--- src/rtl/cdc_pkg.sv ---
// Shared definitions for the handshake receiver: FSM states and default sizes.
package cdc_pkg;

    localparam int DATA_W_DEF      = 4;
    localparam int SYNC_STAGES_DEF = 2;

    typedef enum logic [1:0] {
        IDLE    = 2'd0,
        ACKING  = 2'd1,
        RELEASE = 2'd2
    } hs_state_t;

endpackage

--- src/rtl/sync_ff.sv ---
// Multi-flop synchronizer for a single asynchronous bit.
module sync_ff #(
    parameter int STAGES = 2
) (
    input  logic CLK,
    input  logic RST,
    input  logic d,
    output logic q
);

    logic [STAGES-1:0] chain;

    // Shift the asynchronous input through the flop chain; only the last stage is safe to use.
    always_ff @(posedge CLK or posedge RST) begin
        if (RST) begin
            chain <= '0;
        end else begin
            chain <= {chain[STAGES-2:0], d};
        end
    end

    assign q = chain[STAGES-1];

endmodule

--- src/rtl/cdc_hs_rx.sv ---
// Destination side of a 4-phase REQ/ACK handshake with a one-word output slot.
//
// state   | meaning
// IDLE    | waiting for a synchronized request and a free output slot
// ACKING  | word captured, ACK high until the request drops
// RELEASE | ACK low for one cycle before a new capture may happen
module cdc_hs_rx
    import cdc_pkg::*;
#(
    parameter int DATA_W      = DATA_W_DEF,
    parameter int SYNC_STAGES = SYNC_STAGES_DEF
) (
    input  logic              CLK,
    input  logic              RST,
    input  logic              REQ,
    input  logic [DATA_W-1:0] IDATA,
    output logic              ACK,
    output logic [DATA_W-1:0] ODATA,
    output logic              OVALID,
    input  logic              OREADY
);

    hs_state_t state;
    logic      req_s;
    logic      slot_free;

    sync_ff #(
        .STAGES (SYNC_STAGES)
    ) u_req_sync (
        .CLK (CLK),
        .RST (RST),
        .d   (REQ),
        .q   (req_s)
    );

    // The slot can take a new word if it is empty or is being drained this cycle.
    assign slot_free = !OVALID || OREADY;

    // Handshake FSM with registered ACK and output slot; IDATA is read only on the capture edge.
    always_ff @(posedge CLK or posedge RST) begin
        if (RST) begin
            state  <= IDLE;
            ACK    <= 1'b0;
            ODATA  <= '0;
            OVALID <= 1'b0;
        end else begin
            if (OVALID && OREADY) begin
                OVALID <= 1'b0;
            end
            case (state)
                IDLE: begin
                    if (req_s && slot_free) begin
                        state  <= ACKING;
                        ACK    <= 1'b1;
                        ODATA  <= IDATA;
                        OVALID <= 1'b1;
                    end
                end
                ACKING: begin
                    if (!req_s) begin
                        state <= RELEASE;
                        ACK   <= 1'b0;
                    end
                end
                RELEASE: begin
                    state <= IDLE;
                end
                default: begin
                    state <= IDLE;
                    ACK   <= 1'b0;
                end
            endcase
        end
    end

endmodule

--- config.mk ---
export PLATFORM = sky130hd
export DESIGN_NAME = cdc_hs_rx
export DESIGN_NICKNAME = d
export VERILOG_FILES = /design/src/rtl/cdc_pkg.sv /design/src/rtl/sync_ff.sv /design/src/rtl/cdc_hs_rx.sv
export SDC_FILE = /design/constraint.sdc
export NUM_CORES = 1
export LEC_CHECK = 0
export ABC_AREA = 1
export BUFFER_PORTS_ARGS = -buffer_cell sky130_fd_sc_hd__clkbuf_2
export CORE_AREA = 2 2 39 41
export CTS_CLUSTER_DIAMETER = 40
export CTS_CLUSTER_SIZE = 12
export DETAILED_ROUTE_END_ITERATION = 8
export DIE_AREA = 0 0 41 43
export SETUP_SLACK_MARGIN = 0.15
export SYNTH_ARGS = -nofsm -noshare
export SYNTH_HDL_FRONTEND = slang
export SYNTH_SLANG_ARGS = --single-unit
--- constraint.sdc ---
create_clock -name CLK -period 1.2 [get_ports CLK]
set_clock_uncertainty 0.2 [all_clocks]
set_input_delay 0 -clock CLK [delete_from_list [all_inputs] [get_ports CLK]]
set_output_delay 0 -clock CLK [all_outputs]
set_load 0.02 [all_outputs]
# Word level (Yosys, flattened, before mapping)

Cells that the tools add are included.

Logic and storage cells: 27
Input port bits: 8
Register bits: 10
Output and inout bits: 6

Reduce and logical (&&, ||, !) cells: 8
Equality and inequality tests: 4
Bitwise gates (word level): 1
Mux-type cells: 9

Operator list:

| cell                                          | number |
|---|---|
| two-way mux 1 bit                             | 5 |
| two-way mux 2 bit                             | 2 |
| inequality test 2 bit, second input constant  | 2 |
| one-hot mux 2 bit (2 select lines)            | 1 |
| AND reduction 2 bit                           | 2 |
| one-hot mux 1 bit (3 select lines)            | 1 |
| AND reduction 3 bit                           | 1 |
| == test 2 x 1 -> 1 bit, second input constant | 1 |
| == test 2 bit, second input constant          | 1 |
| logical AND 1 bit                             | 2 |
| logical NOT 2 bit                             | 1 |
| logical NOT 1 bit                             | 1 |
| logical OR 1 bit                              | 1 |
| inverter 1 bit                                | 1 |

# Depth between registers and ports, before layout

Gate-level depths: netlist of the first run.

Depth in word-level cells: 5
Gate-level depth with buffers: 5

# Cells and area by module

From an unflattened synthesis of the first run, not the netlist that was laid out.

Cells, all modules: 37
Area, all modules: 387.9 µm²

By module, submodules not included:

| module    | area each (µm²) | times used | cells each | sequential area each (µm²) |
|---|---|---|---|---|
| cdc_hs_rx | 334.1           | 1          | 34         | 200.2 |
| sync_ff   | 53.8            | 1          | 3          | 50.0 |

# Worst setup path before layout of the first run

Ideal clock, no wire load.

Path type: register -> register
Start point: register OVALID
End point: register ODATA[1]
Cell stages (with the launch flop): 5
Setup time: 117 ps
Data required time: 883 ps
Setup slack: 54 ps
Buffers on the path: 0
Period minus slack after synthesis: 1146 ps
Arrival time: 829 ps
Path through: dfrtp_1 > nand2_2 > nand3_2 > nand2_1 > nand2_1

Cells in the longest elaborated chain, start to end: 4

Ends and longest elaborated chain:

| element                              | line            | text |
|---|---|---|
| start, declared                      | cdc_hs_rx.sv:19 | `output logic OVALID,` |
| start signal, assigned               | cdc_hs_rx.sv:45 | `OVALID <= 1'b0;` |
| start signal, assigned               | cdc_hs_rx.sv:48 | `OVALID <= 1'b0;` |
| start signal, assigned               | cdc_hs_rx.sv:56 | `OVALID <= 1'b1;` |
| logical NOT 1 bit                    | cdc_hs_rx.sv:37 | `assign slot_free = !OVALID \|\| OREADY;` |
| logical OR 1 bit                     | cdc_hs_rx.sv:37 |  |
| logical AND 1 bit                    | cdc_hs_rx.sv:52 | `if (req_s && slot_free) begin` |
| AND reduction 2 bit (no source line) | n/a             |  |
| end signal, assigned                 | cdc_hs_rx.sv:44 | `ODATA <= '0;` |
| end signal, assigned                 | cdc_hs_rx.sv:55 | `ODATA <= IDATA;` |
| end, declared                        | cdc_hs_rx.sv:18 | `output logic [DATA_W-1:0] ODATA,` |

Every way passes these cells.
A chain may end at the register's enable or synchronous reset.

# Worst setup path after layout of the first run

Start point: register state[0]
End point: register ODATA[2]

Cells in the longest elaborated chain, start to end: 2

Ends and longest elaborated chain:

| element                              | line            | text |
|---|---|---|
| start, declared                      | cdc_hs_rx.sv:23 | `hs_state_t state;` |
| start signal, assigned               | cdc_hs_rx.sv:42 | `state <= IDLE;` |
| start signal, assigned               | cdc_hs_rx.sv:53 | `state <= ACKING;` |
| start signal, assigned               | cdc_hs_rx.sv:61 | `state <= RELEASE;` |
| logical NOT 2 bit                    | cdc_hs_rx.sv:50 | `case (state)` |
| AND reduction 2 bit (no source line) | n/a             |  |

Every way passes these cells.

==> summary.md, run 1 <==
| Metric | Value |
|---|---|
| Status | complete, but fails checks |
| Violations in the final reports | hold timing |
| Clock transition at path regs | around 70 ps |
| Ranking of synthesized cells by area | dfrtp_1 (65%), nand2_1 (8.8%), nand4_1 (6.5%), inv_1 (4.9%), nor2_4 (2.9%) |
| Synthesized area | between 300 and 400 µm² |
| Clock sinks | 10 |
| Worst hold path type | primary input to flop |
| Antenna viol nets, final | 0 |
| Routed via count | 330 |
| Complex-gate fraction of the synthesized area | 3.57% |
| Die ar. | 0.00176 mm² |
| XOR/XNOR Fraction of Synth Area | 0% |
| Post-Route M1 WL | 321 µm |
| CTS tree | done |
| Nature of the critical path startpoint | flop |
| Synth Area in Simple Gates | 25.6% |
| Routed WL | 802 µm |
| Num CTS Buffers | 3 |
| IR drop worst, VDD | 0.519 mV |
| Vias in the first global route | 297 |
| Synth area leader | dfrtp_1 |
| R2r setup slk | 60 ps |
| Leak | 0.328 nW |
| Max-slew violation count | 0 |
| Clk buf depth | 2 |
| Iteration-0 DRC count of the detailed router | 5 |
| Adder and majority gate portion of the synthesized area | 0% |
| Pwr Total | 0.949 mW |
| Slew HR | about three quarters |
| Most frequent cells in the layout | clkbuf_2 (10), nand2_1 (9), dfrtp_1 (8) |
| GRT Util Overall | 10.8% |
| Grt total ovfl | 0 |
| Unique cell type count in the Yosys netlist | 12 |
| First drt pass iteration count | 3 |
| Setup tns final | 0 ps |
| Ports | 14 |
| CP required | 1210 ps |
| Final Hold Fails | 7 |
| Layout area overhead | 59.4% |
| Crit path DAT | 1160 ps |
| Dpl cells | between 60 and 70 |
| Core footprint | 0.00138 mm² |
| RSZ-0062 raised after global routing | yes |
| DRC | 0 |
| Fin crit period | between 1000 and 1500 ps |
| Net count, final | 73 |
| Mean Syn Cell Area | roughly 10 µm² |
| Vias per inst | approximately 4.1 |
| Synth warn | 0 |
| Crit. End Element | flop |
| Post-synthesis mux area share | 0% |
| Hold_buf cts | 6 |
| Met3 routed WL | 67 µm |
| Final worst-path cycle share | 95.4% |
| Fin Hold WS | -150 ps |
| Post-Syn Instances | 37 |
| Max Cap Violations | 0 |
| Largest family of logic cells by synthesized area | simple AND/OR/NAND/NOR gates |
| Final Setup Violations | 0 |
| FMAX | 874 MHz |
| Crit Path Class | flop to flop |
| Initial antenna violation count | 0 |
| CTS H-tree depth | 1 |
| Largest net degree at the start of global routing | 11 |
| RD Place Congestion | approximately 0.64 |
| Rows | 14 |
| First-pass GRT wire length | 1180 µm |
| Final Core Density | 44.4% |
| HPWL after DPL | slightly above 500 µm |
| Ant diodes | 0 |
| Commonest non-fill, non-tap cell in the layout | clkbuf_2 |
| I/O Buffers | 13 |
| Post-DR wirelength/cell | 10.0 µm |
| Syn nets | 45 |
| CP max FO | 4 |
| Sequential share of the synthesized area | between 60% and 70% |
| Actual slew at the worst max-slew pin | 375 ps |
| Initial core utilization | 27.8% |
| Highest routed layer | met3 |
| Die span in x | 41 µm |
| Non-Filler Instances | 80 |
| Insertion delay to the later sink of the worst-skew pair | 270 ps |
| Synth top area share | between 60 and 70% |
| Yosys reg bits | 10 |
| P per Cell Area | 1550 mW/mm² |
| Layout cells sized above 1 | between 40% and 50% |
| Metal2 WL | 413 µm |
| Root Driver | clkbuf_4 |
| Chip Height | 43 µm |
## registers in the layout, summed over array words and instances (netlist names)
name and flops:
ODATA 4, OVALID 1, u_req_sync.chain 2, state 2, ACK 1
## where the power goes
| group | internal (mW) | switching, mW | total, mW | leakage (nW) |
|---|---|---|---|---|
| Combinational | 0.124 | 0.148 | 0.273 | 0.193 |
| Sequential | 0.394 | 0.0383 | 0.433 | 0.121 |
| Clock | 0.128 | 0.115 | 0.244 | 0.0150 |
| Total | 0.647 | 0.302 | 0.949 | 0.328 |
## logic make-up after synthesis
kind of cell	count (synthesis)
compound gates	2
buf+inv	6
flops	10
simple gates	19
## critical path: stages, from the launching register on
cell	delay, ps
dfrtp_1	400
nor2_4	170
buf_4	140
nand4_1	100
nand2_1	90
## stage by stage
step / setup WS [ps] / cell area, µm²
after floorplan: 112 / 399
after global placement: 80.2 / 484
after detailed placement: 55.1 / 484
after CTS: 80.4 / 587
after global routing: 3.55 / 614
final: 55.2 / 614
## path summary, 6_finish.rpt
kind	end	depth (start not counted)	startpoint
max in group asynchronous	u_req_sync.chain[1]	3	RST
hold / removal	OVALID	4	OREADY
hold reg to reg	u_req_sync.chain[1]	0	u_req_sync.chain[0]
min in group asynchronous	ACK	3	RST
setup reg to reg	ODATA[2]	4	state[0]
setup / recovery	ODATA[2]	4	state[0]
## layout make-up
type	count	area [µm²]
tap	16	20.0
inverter	6	22.5
multi-input combinational	21	125
sequential	10	253
fill	143	769
clock buffer	4	26.3
timing repair buffer	23	168
## cells in the mapped netlist
| master | count |
|---|---|
| a21oi_2 | 1 |
| clkinv_1 | 1 |
| dfrtp_1 | 10 |
| inv_1 | 5 |
| nand2_1 | 9 |
| nand2_2 | 1 |
| nand3_2 | 1 |
| nand4_1 | 4 |
| nor2_1 | 2 |
| nor2_4 | 1 |
| nor3_1 | 1 |
| o21ai_1 | 1 |
## routing by layer
layer | up-vias | GRT usage [%]
met5 | - | 0
met4 | 0 | 6.00
met3 | 0 | 7.85
met2 | 13 | 14.4
met1 | 145 | 12.0
li1 | 172 | -
## what timing repair did
item	4_1_cts	5_1_grt
pin swaps	3	0
setup buffers	2	2
resized for setup	1	7
setup endpoints to repair	7	11
hold endpoints to repair	18	6
Power figures use the tool's default switching activity.
==> run 2, diff against run 1 <==
Settings changed: SETUP_SLACK_MARGIN 0.15 to default.
==> run 2 against run 1 <==
The run now ends clean. Wire length shrank 5.9%. Register-to-register slack better by 30 ps. Clock power is 12% lower. Sequential power about the same. First-iteration DRC count shrank 20%. Largest cell class unchanged. Largest power group unchanged.
==> summary.md, run 2 (synthesized netlist as in run 1, its figures left out) <==
| Metric | Value |
|---|---|
| Status | completed |
| Vias per inst | 4.31 (+4.4%) |
| Clock transition at path regs | 60 ps (about the same) |
| Iteration-0 DRC count of the detailed router | 4 (-1) |
| R2R Path End | ODATA[3] |
| Dpl cells | 68 (+3.0%) |
| Antenna viol nets, final | 0 (unchanged) |
| Vias in the first global route | 326 (+9.8%) |
| Worst hold path type | primary input to asynchronous set/reset pin |
| Slowest library cell on the worst path | dfrtp_1 |
| RSZ-0062 raised after global routing | no |
| Num CTS Buffers | 3 (unchanged) |
| Crit path DAT | 1060 ps (-100 ps) |
| Setup WS post-layout | 80.7 ps (+25.4 ps) |
| First drt pass iteration count | 4 (+1) |
| Crit. End Element | flop |
| RD Place Congestion | 0.659 (+2.7%) |
| Ant diodes | 0 (unchanged) |
| HPWL after DPL | 569 µm (+9.6%) |
| Clock sinks | 10 (unchanged) |
| Insertion delay to the later sink of the worst-skew pair | 260 ps (about the same) |
| Routed WL | 755 µm (-5.9%) |
| Final Setup Violations | 0 (unchanged) |
| Max incr delay on CP | 410 ps (about the same) |
| Crit path cell chain | nor2_4 -> nand3_2 -> nand2_1 -> nand2_1 |
| Setup Buffers After CTS | 0 (-2) |
| Pwr Total | 0.880 mW (-7.3%) |
| Clk buf depth | 2 (unchanged) |
| Routed via count | 336 (+1.8%) |
| Leak | 0.313 nW (-4.7%) |
| Delay-heaviest family, CP | flip-flops |
| Die ar. | 0.00176 mm² (unchanged) |
| # fillers | 132 (-7.7%) |
| Metal2 WL | 347 µm (-16%) |
| Layout area overhead | 50.0% |
| I/O Buffers | 13 (unchanged) |
| Setup tns final | 0 ps (unchanged) |
| Largest net degree at the start of global routing | 11 (unchanged) |
| R2r setup slk | 80 ps (+30 ps) |
| CP required | 1140 ps (-70 ps) |
| Max-slew violation count | 0 (unchanged) |
| CTS tree | done |
| Net count, final | 72 (-1.4%) |
| Root Driver | clkbuf_4 |
| Reg2Reg Depth | 4 (unchanged) |
| Post-Route M1 WL | 349 µm (+8.7%) |
| Post-DR wirelength/cell | 9.68 µm (-3.4%) |
| CP max FO | 6 (+2) |
| CTS H-tree depth | 1 (unchanged) |
| Max reg flops | 4 (unchanged) |
| Layout cells sized above 1 | 35.5% (-5.1 points) |
| Initial antenna violation count | 0 (unchanged) |
| Most frequent cells in the layout | clkbuf_2 (13), dfrtp_1 (10), nand2_1 (9) |
| Pre-CTS setup slack | 78.9 ps (+23.8 ps) |
| Final Core Density | 41.8% (-2.6 points) |
| First-pass GRT wire length | 1200 µm (+1.8%) |
| Biggest register | ODATA |
| R2r startpoint | state[0] |
| Die span in x | 41 µm (unchanged) |
| Total placed instance area | 485 µm² (+0.26%) |
| Final worst-path cycle share | 93.3% (-2.1 points) |
| Chip Height | 43 µm (unchanged) |
| FMAX | 893 MHz (+2.3%) |
| Top Registers | ODATA x4, state x2, u_req_sync.chain x2 |
| Highest routed layer | met3 |
| Ports | 14 (unchanged) |
| Actual slew at the worst max-slew pin | 368 ps (-6.86 ps) |
| Fin crit period | 1120 ps (-25.4 ps) |
| Design area | 578 µm² (-5.9%) |
| GRT Util Overall | 10.4% (-0.35 points) |
| Fin Hold WS | 30.6 ps (+181 ps) |
| Met3 routed WL | 57 µm (-15%) |
| P per Cell Area | 1520 mW/mm² (-1.4%) |
| CP dominant cell by count | nand2_1 |
| IR drop worst, VDD | 0.593 mV (+14%) |
| Initial core utilization | 27.8% (unchanged) |
| Rows | 14 (unchanged) |
| Final Hold Fails | 0 (-7) |
| Max Cap Violations | 0 (unchanged) |
| Slew HR | 75.4% (+0.46 points) |
| Non-Filler Instances | 78 (-2.5%) |
| Buffers & Inverters on Critical Path | 0 (-1) |
| Crit Path Class | flop to flop |
| Grt total ovfl | 0 (unchanged) |
| Nature of the critical path startpoint | flop |
| DRC | 0 (unchanged) |
| Commonest non-fill, non-tap cell in the layout | clkbuf_2 |
| Core footprint | 0.00138 mm² (unchanged) |
[run 2: routing by layer]
layer | track usage (%) | vias up
li1 | - | 171
met1 | 12.8 | 149
met2 | 15.3 | 16
met3 | 3.14 | 0
met4 | 6.00 | 0
met5 | 0 | -
[run 2: worst register-to-register path, delay by kind of cell (launching register included)]
family,cells,cell delay [ps]
AND/OR/NAND/NOR,4,410
flip-flops,1,410
[run 2: what timing repair did]
action | 4_1_cts | 5_1_grt
hold buffers | 7 | 0
hold endpoints to repair | 18 | 0
resized for setup | 0 | 0
[run 2: area by class of cell]
type / instances / area, µm² / area share [%]
inverters: 6 / 22.5 / 3.90
repair buffers: 22 / 150 / 26.0
multi-input cells: 21 / 113 / 19.5
well taps: 16 / 20.0 / 3.46
clock buffers: 3 / 22.5 / 3.90
flip-flops and latches: 10 / 250 / 43.3
[run 2: worst max-delay path by stage]
stage / from / to / cells after the start
2_1_floorplan: OVALID / ODATA[1] / 4
5_1_grt: u_req_sync.chain[1] / ODATA[2] / 3
3_5_place_dp: state[0] / ODATA[0] / 4
3_3_place_gp: state[0] / ODATA[1] / 4
6_report: state[0] / ODATA[3] / 4
4_1_cts: state[0] / ODATA[3] / 4
[run 2: where the power goes]
| part | total (mW) | switching (mW) | leakage [nW] | internal [mW] |
|---|---|---|---|---|
| Clock | 0.214 | 0.0990 | 0.0138 | 0.115 |
| Combinational | 0.237 | 0.141 | 0.176 | 0.0959 |
| Sequential | 0.430 | 0.0365 | 0.123 | 0.393 |
==> run 3, diff against run 2 <==
Settings changed: ABC_AREA 1 to default.
==> run 3 against run 2 <==
The run now ends with hold timing, setup timing left. Wire length down 15%. Final area up 0.87%. Clock power up 11%. Via count down 21%. Combinational power up 13%. Core utilization up 0.36 points. Critical path depth down 1. Critical path type unchanged. Register-to-register slack worse by 440 ps. Sequential share of layout area down 0.16 points. Fmax down 28%. Global-route usage down 0.33 points.
==> summary.md, run 3 <==
| Metric | Value |
|---|---|
| Status | complete, but fails checks |
| Violations in the final reports | hold timing, setup timing |
| Metal2 WL | 287 µm (-17%) |
| Buffers & Inverters on Critical Path | 0 (unchanged) |
| Die span in x | 41 µm (unchanged) |
| R2r setup slk | -360 ps (-440 ps) |
| Clock sinks | 10 (unchanged) |
| Layout cells sized above 1 | 54.9% (+19 points) |
| Ports | 14 (unchanged) |
| First-pass GRT wire length | 1110 µm (-7.5%) |
| Post-Route M1 WL | 302 µm (-13%) |
| GRT Util Overall | 10.1% (-0.33 points) |
| Most common cell in the netlist | dfrtp_1 |
| Min-Delay Endpoint | OVALID |
| R2r startpoint | state[1] |
| Num CTS Buffers | 3 (unchanged) |
| P per Cell Area | 1610 mW/mm² (+5.6%) |
| Vias in the first global route | 276 (-15%) |
| Initial antenna violation count | 0 (unchanged) |
| Synth top area share | 65.1% (+0.21 points) |
| Non-Filler Instances | 67 (-14%) |
| Pwr Total | 0.937 mW (+6.5%) |
| Post-Syn Instances | 25 (-32%) |
| Largest net degree at the start of global routing | 11 (unchanged) |
| Synth warn | 0 (unchanged) |
| Sequential share of the synthesized area | 65.1% (+0.21 points) |
| Fin crit period | 1560 ps (+441 ps) |
| Slowest library cell on the worst path | or3b_4 |
| Post-DR wirelength/cell | 9.60 µm (-0.85%) |
| Worst Setup SP | state[1] |
| Max reg flops | 4 (unchanged) |
| Ant diodes | 0 (unchanged) |
| Ranking of synthesized cells by area | dfrtp_1 (65%), mux2_4 (16%), nand2b_4 (3.6%), buf_6 (2.9%), or3b_1 (2.3%) |
| Routed WL | 643 µm (-15%) |
| Leak | 0.303 nW (-3.1%) |
| Grt total ovfl | 0 (unchanged) |
| Crit path DAT | 1510 ps (+450 ps) |
| Core footprint | 0.00138 mm² (unchanged) |
| Die ar. | 0.00176 mm² (unchanged) |
| Hold_buf cts | 6 (-1) |
| Vias per inst | 3.97 (-7.8%) |
| Insertion delay to the later sink of the worst-skew pair | 260 ps (about the same) |
| Dpl cells | 57 (-16%) |
| Setup WS post-layout | -361 ps (-441 ps) |
| Worst Hold Launch | OREADY |
| Highest routed layer | met3 |
| Unique cell type count in the Yosys netlist | 11 (-1) |
| Clock transition at path regs | 60 ps (about the same) |
| Net count, final | 60 (-17%) |
| Max-slew violation count | 0 (unchanged) |
| HPWL after DPL | 495 µm (-13%) |
| Stages on the worst setup path | 3 (-1) |
| Initial core utilization | 27.8% (-0.090 points) |
| Iteration-0 DRC count of the detailed router | 1 (-3) |
| IR drop worst, VDD | 0.829 mV (+40%) |
| Most frequent cells in the layout | clkbuf_2 (13), dfrtp_1 (9), dlygate4sd3_1 (6) |
| Final worst-path cycle share | 130% (+37 points) |
| Nature of the critical path startpoint | flop |
| CP max FO | 5 (-1) |
| Reg2Reg Depth | 3 (-1) |
| Rows | 14 (unchanged) |
| FMAX | 641 MHz (-28%) |
| Max incr delay on CP | 420 ps (about the same) |
| Top Registers | ODATA x4, state x2, u_req_sync.chain x2 |
| Commonest non-fill, non-tap cell in the layout | clkbuf_2 |
| Final Setup Violations | 6 (+6) |
| RD Place Congestion | 0.639 (-2.9%) |
| Antenna viol nets, final | 0 (unchanged) |
| Syn nets | 33 (-27%) |
| CP required | 1150 ps (about the same) |
| Worst hold path type | primary input to flop |
| Clk buf depth | 2 (unchanged) |
| CTS H-tree depth | 1 (unchanged) |
| Crit path cell chain | nand2b_4 -> or3b_4 -> mux2_4 |
| # fillers | 136 (+3.0%) |
| Biggest register | ODATA |
| Async SR Flop Fraction | 100% (unchanged) |
| Layout area overhead | 51.8% |
| Synth area leader | dfrtp_1 |
| First drt pass iteration count | 2 (-2) |
| Synthesized area | 384 µm² (-0.32%) |
| Design area | 583 µm² (+0.87%) |
| Slew HR | 75.5% (about the same) |
| Setup Buffers After CTS | 0 (unchanged) |
| Ys flop type | dfrtp_1 |
| Max Cap Violations | 0 (unchanged) |
| Final Core Density | 42.1% (+0.36 points) |
| Mean Syn Cell Area | 15.4 µm² (+48%) |
| R2R Path End | ODATA[2] |
| Final Hold Fails | 2 (+2) |
| Routed via count | 266 (-21%) |
| Total placed instance area | 489 µm² (+0.77%) |
| Most instantiated cells after synthesis | dfrtp_1 (10), mux2_4 (4), inv_1 (2), nor2_1 (2) |
| CTS tree | done |
| Crit. End Element | flop |
| Delay-heaviest family, CP | simple AND/OR/NAND/NOR gates |
| Root Driver | clkbuf_4 |
| Chip Height | 43 µm (unchanged) |
| Hold depth | 4 |
| Actual slew at the worst max-slew pin | 368 ps (-0.307 ps) |
| RSZ-0062 raised after global routing | yes |
| Number of synthesized flops with an enable pin | 0 (unchanged) |
| Met3 routed WL | 53 µm (-7.0%) |
| Fin Hold WS | -94.1 ps (-125 ps) |
| I/O Buffers | 13 (unchanged) |
| DRC | 0 (unchanged) |
| Crit Path Class | flop to flop |
| Yosys reg bits | 10 (unchanged) |
==> run 3: logic make-up after synthesis <==
kind of cell	synth area share, %
buf+inv	4.89
flops	65.1
compound gates	1.96
mux	15.6
simple gates	12.4
==> run 3: worst max-delay path by stage <==
stage	to
3_3_place_gp	ODATA[1]
5_1_grt	ODATA[1]
3_5_place_dp	ODATA[2]
4_1_cts	ODATA[2]
2_1_floorplan	ODATA[0]
6_report	ODATA[2]
==> run 3: report_power, final <==
group	switching (mW)	leakage [nW]	internal [mW]
logic	0.127	0.170	0.140
clock network	0.109	0.0150	0.128
registers	0.0351	0.119	0.397
==> run 3: layout make-up <==
| cell class | instances | area (µm²) | area share, % |
|---|---|---|---|
| inverter | 2 | 7.51 | 1.29 |
| sequential | 10 | 251 | 43.1 |
| multi-input combinational | 12 | 123 | 21.0 |
| tap | 16 | 20.0 | 3.43 |
| timing repair buffer | 23 | 155 | 26.6 |
| clock buffer | 4 | 26.3 | 4.51 |
==> run 3: worst reg2reg max path: stages (launching register included) <==
cell,delay [ps]
dfrtp_1,380
nand2b_4,140
or3b_4,420
mux2_4,310
==> run 3: through the flow <==
step	setup WS, ps	setup TNS, ps
detailed placement	-444	-2490
finish	-361	-1950
floorplan	-441	-2180
global placement	-436	-2390
CTS	-365	-2000
global route	-399	-2180
==> run 3: what timing repair did <==
action / 4_1_cts / 5_1_grt
resized for setup: 2 / 0
endpoints found under the hold margin: 17 / 1
setup endpoints to repair: 6 / 6
==> run 3: per-layer routing <==
metal / vias up / GRT usage (%)
li1: 132 / -
met1: 120 / 13.1
met2: 14 / 12.2
met3: 0 / 4.71
met4: 0 / 8.00
met5: - / 0
